$ cat src/rtl/module_branch_predictor.sv
// rtl/module_branch_predictor.sv - direct-mapped BTB with 2-bit counters and branch statistics
module module_branch_predictor #(
  parameter int ENTRIES = 16
) (
  input  logic        clk_i,
  input  logic        rst_i,
  input  logic [31:0] PCF_i,
  output logic        PredTakenF_o,
  output logic [31:0] PredTargetF_o,
  input  logic        WE_BTB_i,
  input  logic [31:0] PCE_i,
  input  logic        TakenE_i,
  input  logic [31:0] TargetE_i,
  input  logic        PredTakenE_i,
  input  logic [31:0] PredTargetE_i,
  output logic        MispredictE_o,
  output logic [31:0] BranchCount_o,
  output logic [31:0] MispredCount_o
);

  localparam int IDXW = $clog2(ENTRIES);
  localparam int TAGW = 30 - IDXW;

  // Table storage: one valid/tag/target/counter per entry
  logic            valid_q  [ENTRIES];
  logic [TAGW-1:0] tag_q    [ENTRIES];
  logic [31:0]     target_q [ENTRIES];
  logic [1:0]      ctr_q    [ENTRIES];

  logic [31:0] branch_cnt_q, branch_cnt_d;
  logic [31:0] mispred_cnt_q, mispred_cnt_d;

  logic [IDXW-1:0] idx_f, idx_e;
  logic [TAGW-1:0] tag_f, tag_e;
  logic            hit_f, hit_e;
  logic [1:0]      ctr_e, ctr_upd_d;

  // Byte-offset bits never participate in index or tag
  logic unused_pc_bits;
  assign unused_pc_bits = ^{PCF_i[1:0], PCE_i[1:0]};

  assign idx_f = PCF_i[IDXW+1:2];
  assign tag_f = PCF_i[31:IDXW+2];
  assign idx_e = PCE_i[IDXW+1:2];
  assign tag_e = PCE_i[31:IDXW+2];

  // Fetch lookup reads registered contents only, so a same-cycle write is not visible
  always_comb begin
    hit_f         = valid_q[idx_f] && (tag_q[idx_f] == tag_f);
    PredTakenF_o  = hit_f && ctr_q[idx_f][1];
    PredTargetF_o = PredTakenF_o ? target_q[idx_f] : 32'h0;
  end

  // Execute-stage misprediction: wrong direction, or taken with the wrong target
  always_comb begin
    MispredictE_o = WE_BTB_i &&
                    ((PredTakenE_i != TakenE_i) ||
                     (PredTakenE_i && TakenE_i && (PredTargetE_i != TargetE_i)));
  end

  // Saturating counter step for the entry being resolved
  always_comb begin
    hit_e     = valid_q[idx_e] && (tag_q[idx_e] == tag_e);
    ctr_e     = ctr_q[idx_e];
    ctr_upd_d = ctr_e;
    if (TakenE_i) begin
      if (ctr_e != 2'b11) ctr_upd_d = ctr_e + 2'b01;
    end else begin
      if (ctr_e != 2'b00) ctr_upd_d = ctr_e - 2'b01;
    end
  end

  // Saturating statistics next-state
  always_comb begin
    branch_cnt_d  = branch_cnt_q;
    mispred_cnt_d = mispred_cnt_q;
    if (WE_BTB_i && (branch_cnt_q != 32'hFFFF_FFFF)) branch_cnt_d = branch_cnt_q + 32'd1;
    if (MispredictE_o && (mispred_cnt_q != 32'hFFFF_FFFF)) mispred_cnt_d = mispred_cnt_q + 32'd1;
  end

  // Table and statistics update; reset wins over any concurrent resolution
  always_ff @(posedge clk_i) begin
    if (rst_i) begin
      for (int i = 0; i < ENTRIES; i++) begin
        valid_q[i]  <= 1'b0;
        tag_q[i]    <= '0;
        target_q[i] <= 32'h0;
        ctr_q[i]    <= 2'b01;
      end
      branch_cnt_q  <= 32'h0;
      mispred_cnt_q <= 32'h0;
    end else if (WE_BTB_i) begin
      if (hit_e) begin
        ctr_q[idx_e] <= ctr_upd_d;
        if (TakenE_i) target_q[idx_e] <= TargetE_i;
      end else if (TakenE_i) begin
        valid_q[idx_e]  <= 1'b1;
        tag_q[idx_e]    <= tag_e;
        target_q[idx_e] <= TargetE_i;
        ctr_q[idx_e]    <= 2'b10;
      end
      branch_cnt_q  <= branch_cnt_d;
      mispred_cnt_q <= mispred_cnt_d;
    end
  end

  assign BranchCount_o  = branch_cnt_q;
  assign MispredCount_o = mispred_cnt_q;

endmodule
$ cat config.mk
export PLATFORM = sky130hd
export DESIGN_NAME = module_branch_predictor
export DESIGN_NICKNAME = d
export VERILOG_FILES = /design/src/rtl/module_branch_predictor.sv
export SDC_FILE = /design/constraint.sdc
export NUM_CORES = 2
export LEC_CHECK = 0
export ABC_AREA = 0
export ABC_CLOCK_PERIOD_IN_PS = 14000
export CAP_MARGIN = 40
export CORE_MARGIN = 2
export CORE_UTILIZATION = 40
export DETAILED_ROUTE_END_ITERATION = 16
export SYNTH_ARGS = -nofsm -noshare
export SYNTH_HDL_FRONTEND = slang
export SYNTH_SLANG_ARGS = --single-unit
$ cat constraint.sdc
create_clock -name clk_i -period 14 [get_ports clk_i]
set_input_delay 2.8 -clock clk_i [delete_from_list [all_inputs] [get_ports clk_i]]
set_output_delay 2.8 -clock clk_i [all_outputs]
set_load 0.01 [all_outputs]
==> flow_summary.yaml <==
outcome:
  status: "completed"
worst_setup_path:
  cp_slowest_cell: "or4_4"
  cpMostUsedCell: "mux4_2"
  cp.required_ps: 11200
  cp.buffers_inverters: 3
  cp.arrival_ps: 7790
  path_cells: "buf_8, buf_4, mux4_2, mux4_2, xnor2_1, nand4_1, or4b_1, or4_4, nor2b_1, clkdlybuf4s50_1"
  cp-start-kind: "primary input"
  critical_path_class: "primary input to output port"
  slowest_delay_ps: 740
  path_delay_family: "buffers and inverters"
  cp-end-kind: "output port"
  critPathMaxFanout: 69
yosys:
  synth_cell_type_count: 68
  syn_inst: 3635
  synth_most_common_cell: "edfxtp_1"
  synthTopCellsByCount: "edfxtp_1, and2_1, mux4_2"
  synth-edff-count: 960
  postSynthNetCount: 3771
  yosysTopAreaCell: "edfxtp_1"
  yosys_warnings: 0
  synth_seq_area_share: 0.577
  synthFlopType: "edfxtp_1"
  synth.area.top_cells: "edfxtp_1, mux4_2, and2_1"
  netlist.area_leader.share: 0.546
  syn_area_sq_um: 52800
  synth_area_per_cell_sq_um: 14.5
  synthArstFlopShare: 0
  synth-seq-cells: 1040
grt:
  grt_pass1_vias: 33800
  grt_use_met2: 0.409
  overflow: 0
  grt_max_degree: 222
  use_met1: 0.354
  grt_usage: 0.257
  grt_pass1_wl_um: 249000
  grt_use_met3: 0.0470
  grt.busiest_layer: "met2"
  antenna_found_initial: 9
timing:
  clock.fmax_mhz: 94.4
  setup_viol: 0
  setup_tns_ps: 0
  drv_slew: 0
  tightest_slew_ps: 1180
  slew_headroom: 0.216
  fin_crit_sh: 0.756
  hold_ws_ps: 492
  skew_ps: 30.4
  grt_setup_unrepaired: "no"
  hold_viol: 0
  fin_crit_ps: 10590
clock_network:
  clkLatencyLatePin_ps: 760
  cts_buffer_depth: 3
  post_cts_buffers: 0
  cts.sinks: 1040
  cts_resized: 0
  cts_made_buffers: 112
  hold_buffers: 0
  ctsHtreeMaxLevel: 3
  clk_pin_slew_ps: 60
  cts_tree: "done"
  root_buffer: "clkbuf_16"
floorplan:
  die-area_sq_um: 135000
  core_sq_um: 131000
  fp-row-count: 133
  start_util: 0.402
  die_h_um: 367
  die_w_um: 367
  io_pins: 231
power_and_ir_drop:
  irDropWorstVdd_mv: 0.114
  leakage_nw: 19.5
  power_per_cell_area_nw_per_um2: 121
placed_design:
  gp_congestion: 0.843
  io_buffers: 226
  hpwl_um: 96100
  placed_cell_area_sq_um: 57100
job:
  cap_violations: 0
routing:
  ant_nets: 0
  first_iter_violations: 4392
  first_pass_iters: 5
  wl_per_cell_um: 31.3
  drt-total-wl_um: 175000
  vias: 34000
  drcViolationCount: 0
  vias_per_cell: 6.11
final_layout:
  final_cell_area_sq_um: 60700
  fin_nets: 3856
  drive_gt1_frac: 0.201
  ff_latch_area_sq_um: 30400
  fillers: 11500
  multiInputGateArea_sq_um: 21000
  area_growth_pct: 15.1
worst_hold_path:
  hold_path.class: "flip-flop to flip-flop"
## placed cells by master (no fill, tap or decap), types with 67 or more instances in the layout
| cell type | instances |
|---|---|
| and2_1 | 518 |
| buf_4 | 108 |
| clkbuf_16 | 113 |
| clkdlybuf4s50_1 | 217 |
| dfxtp_1 | 80 |
| edfxtp_1 | 960 |
| mux2i_1 | 75 |
| mux4_2 | 383 |
| nand2_1 | 67 |
| nor2_1 | 79 |
| nor3_1 | 144 |
| nor3b_1 | 304 |
| xnor2_1 | 99 |
## routing by layer
metal	vias to the layer above	routed length, um
met1	17700	69400
met3	356	17000
met4	8	6110
li1	14100	-
met2	1913	82100
met5	-	49
## sequential cells by signal, summed over array words and instances (netlist names)
signal,count
valid_q,16
target_q,512
MispredCount_o,32
BranchCount_o,32
ctr_q,32
tag_q,416
## worst min-delay path: stages, from the launching register on
cell and delay (ps):
dfxtp_1 320, inv_1 50, o22ai_1 70
## area by class of cell
class | instances | area share
well taps | 1755 | 0.0362
diodes | 2 | 0.0000824
clock buffers | 154 | 0.0499
flip-flops and latches | 1040 | 0.501
multi-input cells | 2177 | 0.346
clock inverters | 59 | 0.00989
inverters | 45 | 0.00278
repair buffers | 344 | 0.0546
## through the flow
| step | setup WS [ps] | cells | util | total power [mW] |
|---|---|---|---|---|
| after floorplan | 5310 | 3635 | - | 4.11 |
| after global placement | 3350 | 5347 | 0.434 | 4.41 |
| after detailed placement | 3330 | 5361 | 0.435 | 4.42 |
| after CTS | 3310 | 5574 | 0.463 | 7.39 |
| after global routing | 3140 | 5575 | 0.463 | 7.55 |
| final | 3410 | 5576 | 0.463 | 7.36 |
## worst paths after layout
check / start / to / slack [ps] / cells after the start
min: valid_q[10]$_DFF_P_ / valid_q[10]$_DFF_P_ / 490 / 2
min reg2reg: valid_q[10]$_DFF_P_ / valid_q[10]$_DFF_P_ / 490 / 2
max: PCF_i[2] / PredTargetF_o[16] / 3410 / 10
max reg2reg: tag_q[7][22]$_SDFFCE_PN0P_ / tag_q[5][2]$_SDFFCE_PN0P_ / 9200 / 9
## power by group
group / switching (mW) / leakage, nW / internal [mW] / total [mW]
clock: 1.31 / 1.75 / 1.68 / 2.99
combinational: 0.431 / 7.99 / 0.329 / 0.760
sequential: 0.0618 / 9.80 / 3.54 / 3.61
total: 1.80 / 19.5 / 5.56 / 7.36
## logic make-up (layout without fill, tap and decap cells)
logic type	after synthesis	count (layout)	share of synthesized area
AO/OA/AOI/OAI	208	208	0.0277
flip-flops	1040	1040	0.577
other	0	2	0
XOR/XNOR	141	141	0.0234
adder cells (fa/ha/maj)	3	3	0.000711
buffers and inverters	418	602	0.0340
AND/OR/NAND/NOR	1344	1344	0.155
multiplexers	481	481	0.183
Power figures use the tool's default switching activity.
